File: config.mk
export PLATFORM = sky130hd
export DESIGN_NAME = score_bcd_converter_flat
export DESIGN_NICKNAME = d
export VERILOG_FILES = /design/src/rtl/score_bcd_converter_if.sv /design/src/rtl/score_bcd_converter.sv /design/src/flat_wrapper.sv
export SDC_FILE = /design/constraint.sdc
export NUM_CORES = 1
export LEC_CHECK = 0
export ABC_CLOCK_PERIOD_IN_PS = 1900
export CAP_MARGIN = 10
export CELL_PAD_IN_SITES_DETAIL_PLACEMENT = 1
export CELL_PAD_IN_SITES_GLOBAL_PLACEMENT = 2
export CORE_ASPECT_RATIO = 0.6
export CORE_UTILIZATION = 24
export DETAILED_ROUTE_END_ITERATION = 16
export GPL_TIMING_DRIVEN = 0
export PLACE_DENSITY = 0.57
export SLEW_MARGIN = 30
export SYNTH_ARGS = -nofsm -noshare
export SYNTH_HDL_FRONTEND = slang
export SYNTH_SLANG_ARGS = --single-unit
File: constraint.sdc
create_clock -name clk -period 1.9 [get_ports clk]
set_input_delay 0.19 -clock clk [delete_from_list [all_inputs] [get_ports clk]]
set_output_delay 0.19 -clock clk [all_outputs]
set_load 0.1 [all_outputs]
File: src/rtl/score_bcd_converter_if.sv
// Score-to-BCD converter bus: request side (start, bin_in) and result side.
interface score_bcd_converter_if #(
    parameter int unsigned BIN_WIDTH = 24,
    parameter int unsigned DIGITS    = 6
);
    logic                   start;
    logic [BIN_WIDTH-1:0]   bin_in;
    logic                   busy;
    logic                   valid;
    logic [4*DIGITS-1:0]    bcd_out;
    logic [DIGITS-1:0]      digit_en;
    logic                   overflow;

    // Requester: game logic / testbench
    modport master (
        output start, bin_in,
        input  busy, valid, bcd_out, digit_en, overflow
    );

    // Converter
    modport slave (
        input  start, bin_in,
        output busy, valid, bcd_out, digit_en, overflow
    );
endinterface

File: src/rtl/score_bcd_converter.sv
// Iterative double-dabble binary-to-BCD converter, one input bit per clock,
// with saturation at 10^DIGITS-1 and leading-zero blanking mask.
module score_bcd_converter #(
    parameter int unsigned BIN_WIDTH = 24,
    parameter int unsigned DIGITS    = 6
) (
    input  logic                   clk,
    input  logic                   reset,
    score_bcd_converter_if.slave   bus
);
    localparam int unsigned BCD_W = 4 * DIGITS;
    localparam int unsigned CNT_W = (BIN_WIDTH > 1) ? $clog2(BIN_WIDTH) : 1;

    function automatic longint unsigned pow10(input int unsigned n);
        longint unsigned r;
        r = 64'd1;
        for (int unsigned i = 0; i < n; i++) begin
            r = r * 64'd10;
        end
        return r;
    endfunction

    localparam logic [BIN_WIDTH-1:0] MAX_VAL  = BIN_WIDTH'(pow10(DIGITS) - 64'd1);
    localparam logic [CNT_W-1:0]     LAST_CNT = CNT_W'(BIN_WIDTH - 1);

    typedef enum logic [1:0] {
        IDLE  = 2'd0,
        SHIFT = 2'd1,
        DONE  = 2'd2
    } state_t;

    state_t                 state_q, state_d;
    logic [BIN_WIDTH-1:0]   shreg_q, shreg_d;
    logic [BCD_W-1:0]       bcd_q, bcd_d;
    logic [CNT_W-1:0]       cnt_q, cnt_d;
    logic                   sat_q, sat_d;
    logic                   busy_q, busy_d;
    logic                   valid_q, valid_d;
    logic [BCD_W-1:0]       bcd_out_q, bcd_out_d;
    logic [DIGITS-1:0]      digit_en_q, digit_en_d;
    logic                   overflow_q, overflow_d;

    logic [BCD_W-1:0]       bcd_corr;
    logic [DIGITS-1:0]      digit_nz;
    logic [DIGITS-1:0]      blank_mask;

    // Add-3 correction of every working digit >= 5, all from pre-shift values
    always_comb begin
        bcd_corr = bcd_q;
        for (int unsigned i = 0; i < DIGITS; i++) begin
            if (bcd_q[4*i +: 4] >= 4'd5) begin
                bcd_corr[4*i +: 4] = bcd_q[4*i +: 4] + 4'd3;
            end
        end
    end

    // Digit i is shown when it or any more significant digit is nonzero; units always shown
    always_comb begin
        digit_nz   = '0;
        blank_mask = '0;
        for (int unsigned i = 0; i < DIGITS; i++) begin
            digit_nz[i] = |bcd_q[4*i +: 4];
        end
        for (int unsigned i = 0; i < DIGITS; i++) begin
            blank_mask[i] = |(digit_nz >> i);
        end
        blank_mask[0] = 1'b1;
    end

    // Next-state and output logic
    always_comb begin
        state_d    = state_q;
        shreg_d    = shreg_q;
        bcd_d      = bcd_q;
        cnt_d      = cnt_q;
        sat_d      = sat_q;
        busy_d     = busy_q;
        valid_d    = 1'b0;
        bcd_out_d  = bcd_out_q;
        digit_en_d = digit_en_q;
        overflow_d = overflow_q;

        unique case (state_q)
            IDLE: begin
                if (bus.start) begin
                    sat_d   = (bus.bin_in > MAX_VAL);
                    shreg_d = (bus.bin_in > MAX_VAL) ? MAX_VAL : bus.bin_in;
                    bcd_d   = '0;
                    cnt_d   = '0;
                    busy_d  = 1'b1;
                    state_d = SHIFT;
                end
            end
            SHIFT: begin
                bcd_d   = {bcd_corr[BCD_W-2:0], shreg_q[BIN_WIDTH-1]};
                shreg_d = {shreg_q[BIN_WIDTH-2:0], 1'b0};
                cnt_d   = cnt_q + CNT_W'(1);
                if (cnt_q == LAST_CNT) begin
                    state_d = DONE;
                end
            end
            DONE: begin
                bcd_out_d  = bcd_q;
                digit_en_d = blank_mask;
                overflow_d = sat_q;
                valid_d    = 1'b1;
                busy_d     = 1'b0;
                state_d    = IDLE;
            end
            default: begin
                state_d = IDLE;
                busy_d  = 1'b0;
            end
        endcase
    end

    // State and output registers with synchronous reset
    always_ff @(posedge clk) begin
        if (reset) begin
            state_q    <= IDLE;
            shreg_q    <= '0;
            bcd_q      <= '0;
            cnt_q      <= '0;
            sat_q      <= 1'b0;
            busy_q     <= 1'b0;
            valid_q    <= 1'b0;
            bcd_out_q  <= '0;
            digit_en_q <= DIGITS'(1);
            overflow_q <= 1'b0;
        end else begin
            state_q    <= state_d;
            shreg_q    <= shreg_d;
            bcd_q      <= bcd_d;
            cnt_q      <= cnt_d;
            sat_q      <= sat_d;
            busy_q     <= busy_d;
            valid_q    <= valid_d;
            bcd_out_q  <= bcd_out_d;
            digit_en_q <= digit_en_d;
            overflow_q <= overflow_d;
        end
    end

    assign bus.busy     = busy_q;
    assign bus.valid    = valid_q;
    assign bus.bcd_out  = bcd_out_q;
    assign bus.digit_en = digit_en_q;
    assign bus.overflow = overflow_q;
endmodule

File: src/flat_wrapper.sv
// flat-port wrapper written by rule: the top's interface ports become plain ports
module score_bcd_converter_flat 
#(
    parameter int unsigned BIN_WIDTH = 24,
    parameter int unsigned DIGITS    = 6
)
  (clk, reset, bus_start, bus_bin_in, bus_busy, bus_valid, bus_bcd_out, bus_digit_en, bus_overflow);
  score_bcd_converter_if #(.BIN_WIDTH(BIN_WIDTH), .DIGITS(DIGITS)) bus_i ();
  input  logic clk;
  input  logic reset;
  input wire logic [$bits(bus_i.start)-1:0] bus_start;
  input wire logic [$bits(bus_i.bin_in)-1:0] bus_bin_in;
  output wire logic [$bits(bus_i.busy)-1:0] bus_busy;
  output wire logic [$bits(bus_i.valid)-1:0] bus_valid;
  output wire logic [$bits(bus_i.bcd_out)-1:0] bus_bcd_out;
  output wire logic [$bits(bus_i.digit_en)-1:0] bus_digit_en;
  output wire logic [$bits(bus_i.overflow)-1:0] bus_overflow;
  assign bus_i.start = bus_start;
  assign bus_i.bin_in = bus_bin_in;
  assign bus_busy = bus_i.busy;
  assign bus_valid = bus_i.valid;
  assign bus_bcd_out = bus_i.bcd_out;
  assign bus_digit_en = bus_i.digit_en;
  assign bus_overflow = bus_i.overflow;
  score_bcd_converter #(.BIN_WIDTH(BIN_WIDTH), .DIGITS(DIGITS)) u_core (.clk(clk), .reset(reset), .bus(bus_i));
endmodule
# [Word level (Yosys, flattened, before mapping)]
# Index checks and enable logic that the tools add are counted.
[op_classes] mux=19 n_lt_le_gt_ge=7 bitwise_logic=1 n_eq_ne=5 add_sub_neg=7 reduce_logical=11
[ops] operator="case mux 24 bit (2 select lines)" count=2
[ops] operator="2-to-1 mux 24 bit" count=3
[ops] operator="greater-or-equal comparator 4 x 3 -> 1 bit (second input constant)" count=6
[ops] operator="greater-than comparator 24 x 20 -> 1 bit (second input constant)" count=1
[ops] operator="adder 4 x 2 -> 4 bit (second input constant)" count=5
[ops] operator="2-to-1 mux 4 bit" count=5
[ops] operator="OR reduction 20 bit" count=1
[ops] operator="OR reduction 16 bit" count=1
[ops] operator="OR reduction 12 bit" count=1
[ops] operator="case mux 5 bit (2 select lines)" count=1
[ops] operator="AND reduction 2 bit" count=4
[ops] operator="OR reduction 8 bit" count=1
[ops] operator="adder 5 x 1 -> 5 bit (second input constant)" count=1
[ops] operator="equality test 5 bit (second input constant)" count=1
[ops] operator="2-to-1 mux 5 bit" count=1
[ops] operator="2-to-1 mux 2 bit" count=2
[ops] operator="case mux 2 bit (2 select lines)" count=1
[ops] operator="OR reduction 4 bit" count=1
[ops] operator="adder 3 x 2 -> 3 bit (second input constant)" count=1
[ops] operator="2-to-1 mux 3 bit" count=1
[ops] operator="equality test 2 x 1 -> 1 bit (second input constant)" count=1
[ops] operator="equality test 2 bit (second input constant)" count=1
[ops] operator="zero test 2 bit" count=1
[ops] operator="2-to-1 mux 1 bit" count=2
[ops] operator="other kinds (5)" count=5
[totals] in_bits=27 out_inout_bits=33 word_cells=60 ff_bits=88

# [Logic depth before layout (Yosys ltp)]
# Gate-level depths: netlist of the first run.
[logic_depth] depth_word=4 ltp_mapped=7 ltp_nobuf=6

# [Least setup slack after synthesis of the first run]
# Ideal clock, no wire load.
[synth_timing] kind="register to register" startpoint="register u_core.state_q[1]" endpoint="register u_core.shreg_q[12]" n_path_buf=3 setup_ns=0.125 required_time_ns=1.775 synth_period_minus_slack_ns=1.480 path_stages_with_launch=8 path_slack_ns=0.420 arrival_time_ns=1.355 cell_sequence="dfxtp_1 > buf_6 > or3b_1 > buf_2 > buf_6 > and3_4 > a21oi_2 > o2bb2ai_1"
[synth_via] elab_chain_cells=3 word_cells_on_any_way=6 cone_classes="eq/ne: 2; mux: 1; reduce/logical: 3"
[synth_rtl] item="from (decl)" line="score_bcd_converter.sv:32" text="state_t state_q, state_d;"
[synth_rtl] item="from (signal assigned)" line="score_bcd_converter.sv:131" text="state_q <= state_d;"
[synth_rtl] item="equality test 2 x 1 -> 1 bit / zero test 2 bit (equally long branches)" line="score_bcd_converter.sv:83" text="unique case (state_q)"
[synth_rtl] item="nonzero test 2 bit (no line) / inequality test 2 bit (equally long branches)"
[synth_rtl] item="AND reduction 2 bit (no line)"
[synth_rtl] item="to (signal assigned)" line="score_bcd_converter.sv:132" text="shreg_q <= shreg_d;"
[synth_rtl] item="to (decl)" line="score_bcd_converter.sv:33" text="logic [BIN_WIDTH-1:0] shreg_q, shreg_d;"
# Several ways; a longest one is shown, not always the timed one.
# A chain may end at the register's enable or synchronous reset.

# [Final worst setup path of the first run]
[layout_timing] startpoint="register u_core.state_q[1]" endpoint="register u_core.shreg_q[4]"
# The elaborated chain is that of the path after synthesis.

==> impl_metrics.toml, run 1 <==
[sta]
slew_headroom = 0.354
fin_crit_ns = 1.77
fin_crit_sh = 0.931
hold_ws_ns = 0.447
setup_viol = 0
hold_viol_final = 0
tightest_slew_ns = 0.973
finClkSkew_ns = 0.00952
fmax_ghz = 0.565
tns_ns = 0
drv_slew = 0

[placed_design]
dpl_cell_area_mm2 = 0.00470
dp_cells = 694
port_buffers = 57
place_congestion = 0.769
dp_hpwl_um = 9000

[setup_path]
rr_endpoint = "u_core.shreg_q[4]"
start_kind = "register"
end_kind = "register"
cp.required_ns = 2.17
cp.arrival_ns = 2.04
worstReg2RegStart = "u_core.state_q[1]"
worstSetupPathType = "reg2reg"
reg2regPathDepth = 6
crit_path_max_fanout = 10
r2r_setup_slack_ns = 0.13

[cts]
numCtsBuffers = 9
cts_num_sinks = 88
path_clk_slew_ns = 0.07
cts_max_level = 3
cts_buffer_depth = 2
cts_root_buf = "clkbuf_16"
clk_latency_ns = 0.34
cts_tree = "built"

[pwr]
powerDensity_mw_per_mm2 = 792
ir_drop_uv = 316
leakage_nw = 1.96

[detailed_routing]
remaining_drc_errors = 4
ant_nets = 0
num_vias = 3371
wl_um = 12000
viasPerCell = 4.73
drt_iter0_drc = 169
wl_per_cell_um = 16.9
dr.pass1.iters = 10

[yosys]
synth_warnings = 0
synth_ff_type = "dfxtp_1"
seq_area_frac_synth = 0.454
ys_types = 52
ys_seq_elements = 88
synthArstFlopShare = 0
syn_area_mm2 = 0.00388
synth.avg_cell_area_um2 = 8.94
synth_edf_count = 0
synthesis.nets = 479
syn_inst = 434

[run]
max-cap-violations = 0

[cells_and_area]
synthToLayoutAreaGrowth_pct = 29.5
antennaDiodeCount = 0
stdcell_count = 712
fillers = 1811
final_core_util = 0.323
layout-drive-gt1-share = 0.108
nets = 550
finalInstanceArea_mm2 = 0.00502

[global_route]
grt-ovfl-total = 0
grt_pass1_wl_um = 19300
antenna_found_initial = 0
grt_max_degree = 15
grt_usage = 0.151
grt_pass1_vias = 3459

[floorplanning]
core_mm2 = 0.0155
ios = 60
die-area_mm2 = 0.0167
fp.dieW_um = 166
start_util = 0.249
rows = 35
fp.dieH_um = 100

[run_status]
outcome = "complete, but fails checks"
violations = "design-rule violations"

[worst_hold_path]
hp-class = "reg2reg"
whs_endpoint = "u_core.shreg_q[17]"
holdPathStages = 2
min_from = "u_core.shreg_q[17]"
==> layer usage <==
metal,wire (µm),track usage,share of wire
met5,0,0,0
met3,376,0.0349,0.031
met4,65,0.0345,0.0054
met2,4800,0.220,0.40
met1,6800,0.224,0.56
==> Yosys cell counts (8+ instances only) <==
library cell / number / area share
dfxtp_1: 88 / 0.45
a21oi_1: 46 / 0.059
clkbuf_1: 10 / 0.0097
nor2_1: 18 / 0.017
nand2_1: 76 / 0.074
buf_2: 8 / 0.010
o22ai_1: 9 / 0.015
inv_1: 15 / 0.015
o2bb2ai_1: 8 / 0.018
ha_1: 18 / 0.058
nor3_1: 13 / 0.017
o21ai_0: 17 / 0.022
==> cell type report <==
cell class	instances	area, µm²	share of cell area
multi-input combinational	305	1950	0.389
sequential	88	1760	0.351
timing repair buffer	60	566	0.113
tap	203	254	0.0506
clock buffer	10	229	0.0456
buffer	26	146	0.0291
clock inverter	5	58.8	0.0117
inverter	15	56.3	0.0112
==> worst max path at each step <==
stage | from | endpoint | cells after the start
finish | u_core.state_q[1] | u_core.shreg_q[4] | 6
global route | u_core.bcd_q[16] | u_core.bus.digit_en[1] | 6
CTS | u_core.bcd_q[16] | u_core.bus.digit_en[1] | 6
detailed placement | bus_bin_in[12] | u_core.shreg_q[8] | 5
global placement | bus_bin_in[12] | u_core.shreg_q[8] | 5
floorplan | u_core.state_q[1] | u_core.shreg_q[12] | 7
==> placed cells by master, fill, tap and decap left out, types with 3 or more instances in the layout <==
cell type / instances
buf_4: 5
o31ai_1: 7
o221ai_1: 4
nor3_1: 12
nand2_1: 76
mux2_2: 3
a21oi_1: 46
buf_6: 3
nand4_1: 4
clkbuf_16: 9
ha_1: 18
nor3_4: 3
o2bb2ai_1: 8
a22o_1: 7
nor2_1: 18
and3_1: 6
buf_2: 7
and3_4: 3
mux2i_1: 6
nand3_1: 5
o21ai_1: 3
o22ai_1: 9
dlygate4sd2_1: 32
o21ai_0: 17
xnor2_1: 6
a32o_1: 6
nand2b_1: 7
clkbuf_1: 9
a21oi_2: 3
inv_1: 15
clkdlybuf4s50_1: 25
dfxtp_1: 88
==> where the power goes <==
part           internal (mW)  leakage, nW  total (mW)  switching (mW)
sequential              1.89        0.714        1.91          0.0273
combinational          0.115         1.11       0.305           0.190
clock                   1.01        0.135        1.76           0.750
==> stage by stage <==
| step | setup WS, ns | total power [mW] |
|---|---|---|
| 6_report | 0.130 | 3.98 |
| 5_1_grt | -0.00333 | 4.16 |
| 4_1_cts | 0.0114 | 4.05 |
| 3_5_place_dp | -0.497 | 2.25 |
| 3_3_place_gp | -0.472 | 2.25 |
| 2_1_floorplan | 0.420 | 2.11 |
==> sequential cells by signal, summed over array words and instances (netlist names) <==
name,flops
u_core.bus.valid,1
u_core.bus.digit_en,5
u_core.state_q,2
u_core.bus.overflow,1
u_core.shreg_q,24
u_core.bcd_q,24
u_core.sat_q,1
u_core.bus.bcd_out,24
u_core.bus.busy,1
u_core.cnt_q,5
==> cell families (layout without fill, tap and decap cells) <==
family,count (synthesis),after routing,synth area share
simple gates,147,147,0.188
compound gates,122,122,0.206
flops,88,88,0.454
buf+inv,41,116,0.0510
fa+ha+maj,18,18,0.0581
mux,9,9,0.0242
xor+xnor,8,8,0.0181
other cells,1,1,0.000967
==> what timing repair did <==
| item | 4_1_cts | 5_1_grt |
|---|---|---|
| gates resized for setup | 34 | 8 |
| pin swaps | 0 | 2 |
| setup endpoints to repair | 43 | 34 |
| setup buffers | 0 | 3 |
| hold buffers | 0 | 0 |
==> critical path, stage by stage, from the launching register on <==
cell and delay, ns:
dfxtp_1 0.31, buf_6 0.13, nor2_1 0.15, o21a_1 0.17
clkbuf_1 0.45, o21ai_0 0.28, o21ai_0 0.20
No activity file was read; power rests on OpenSTA's default activity.
==> run 2: changes to the inputs <==
--- a/config.mk
+++ b/config.mk
@@ -14,6 +14,7 @@
 export DETAILED_ROUTE_END_ITERATION = 16
 export GPL_TIMING_DRIVEN = 0
 export PLACE_DENSITY = 0.57
+export SKIP_LAST_GASP = 1
 export SLEW_MARGIN = 30
 export SYNTH_ARGS = -nofsm -noshare
 export SYNTH_HDL_FRONTEND = slang
==> results of run 2 <==
Same layout as run 1: the final DEF is identical, and so are final timing and power.
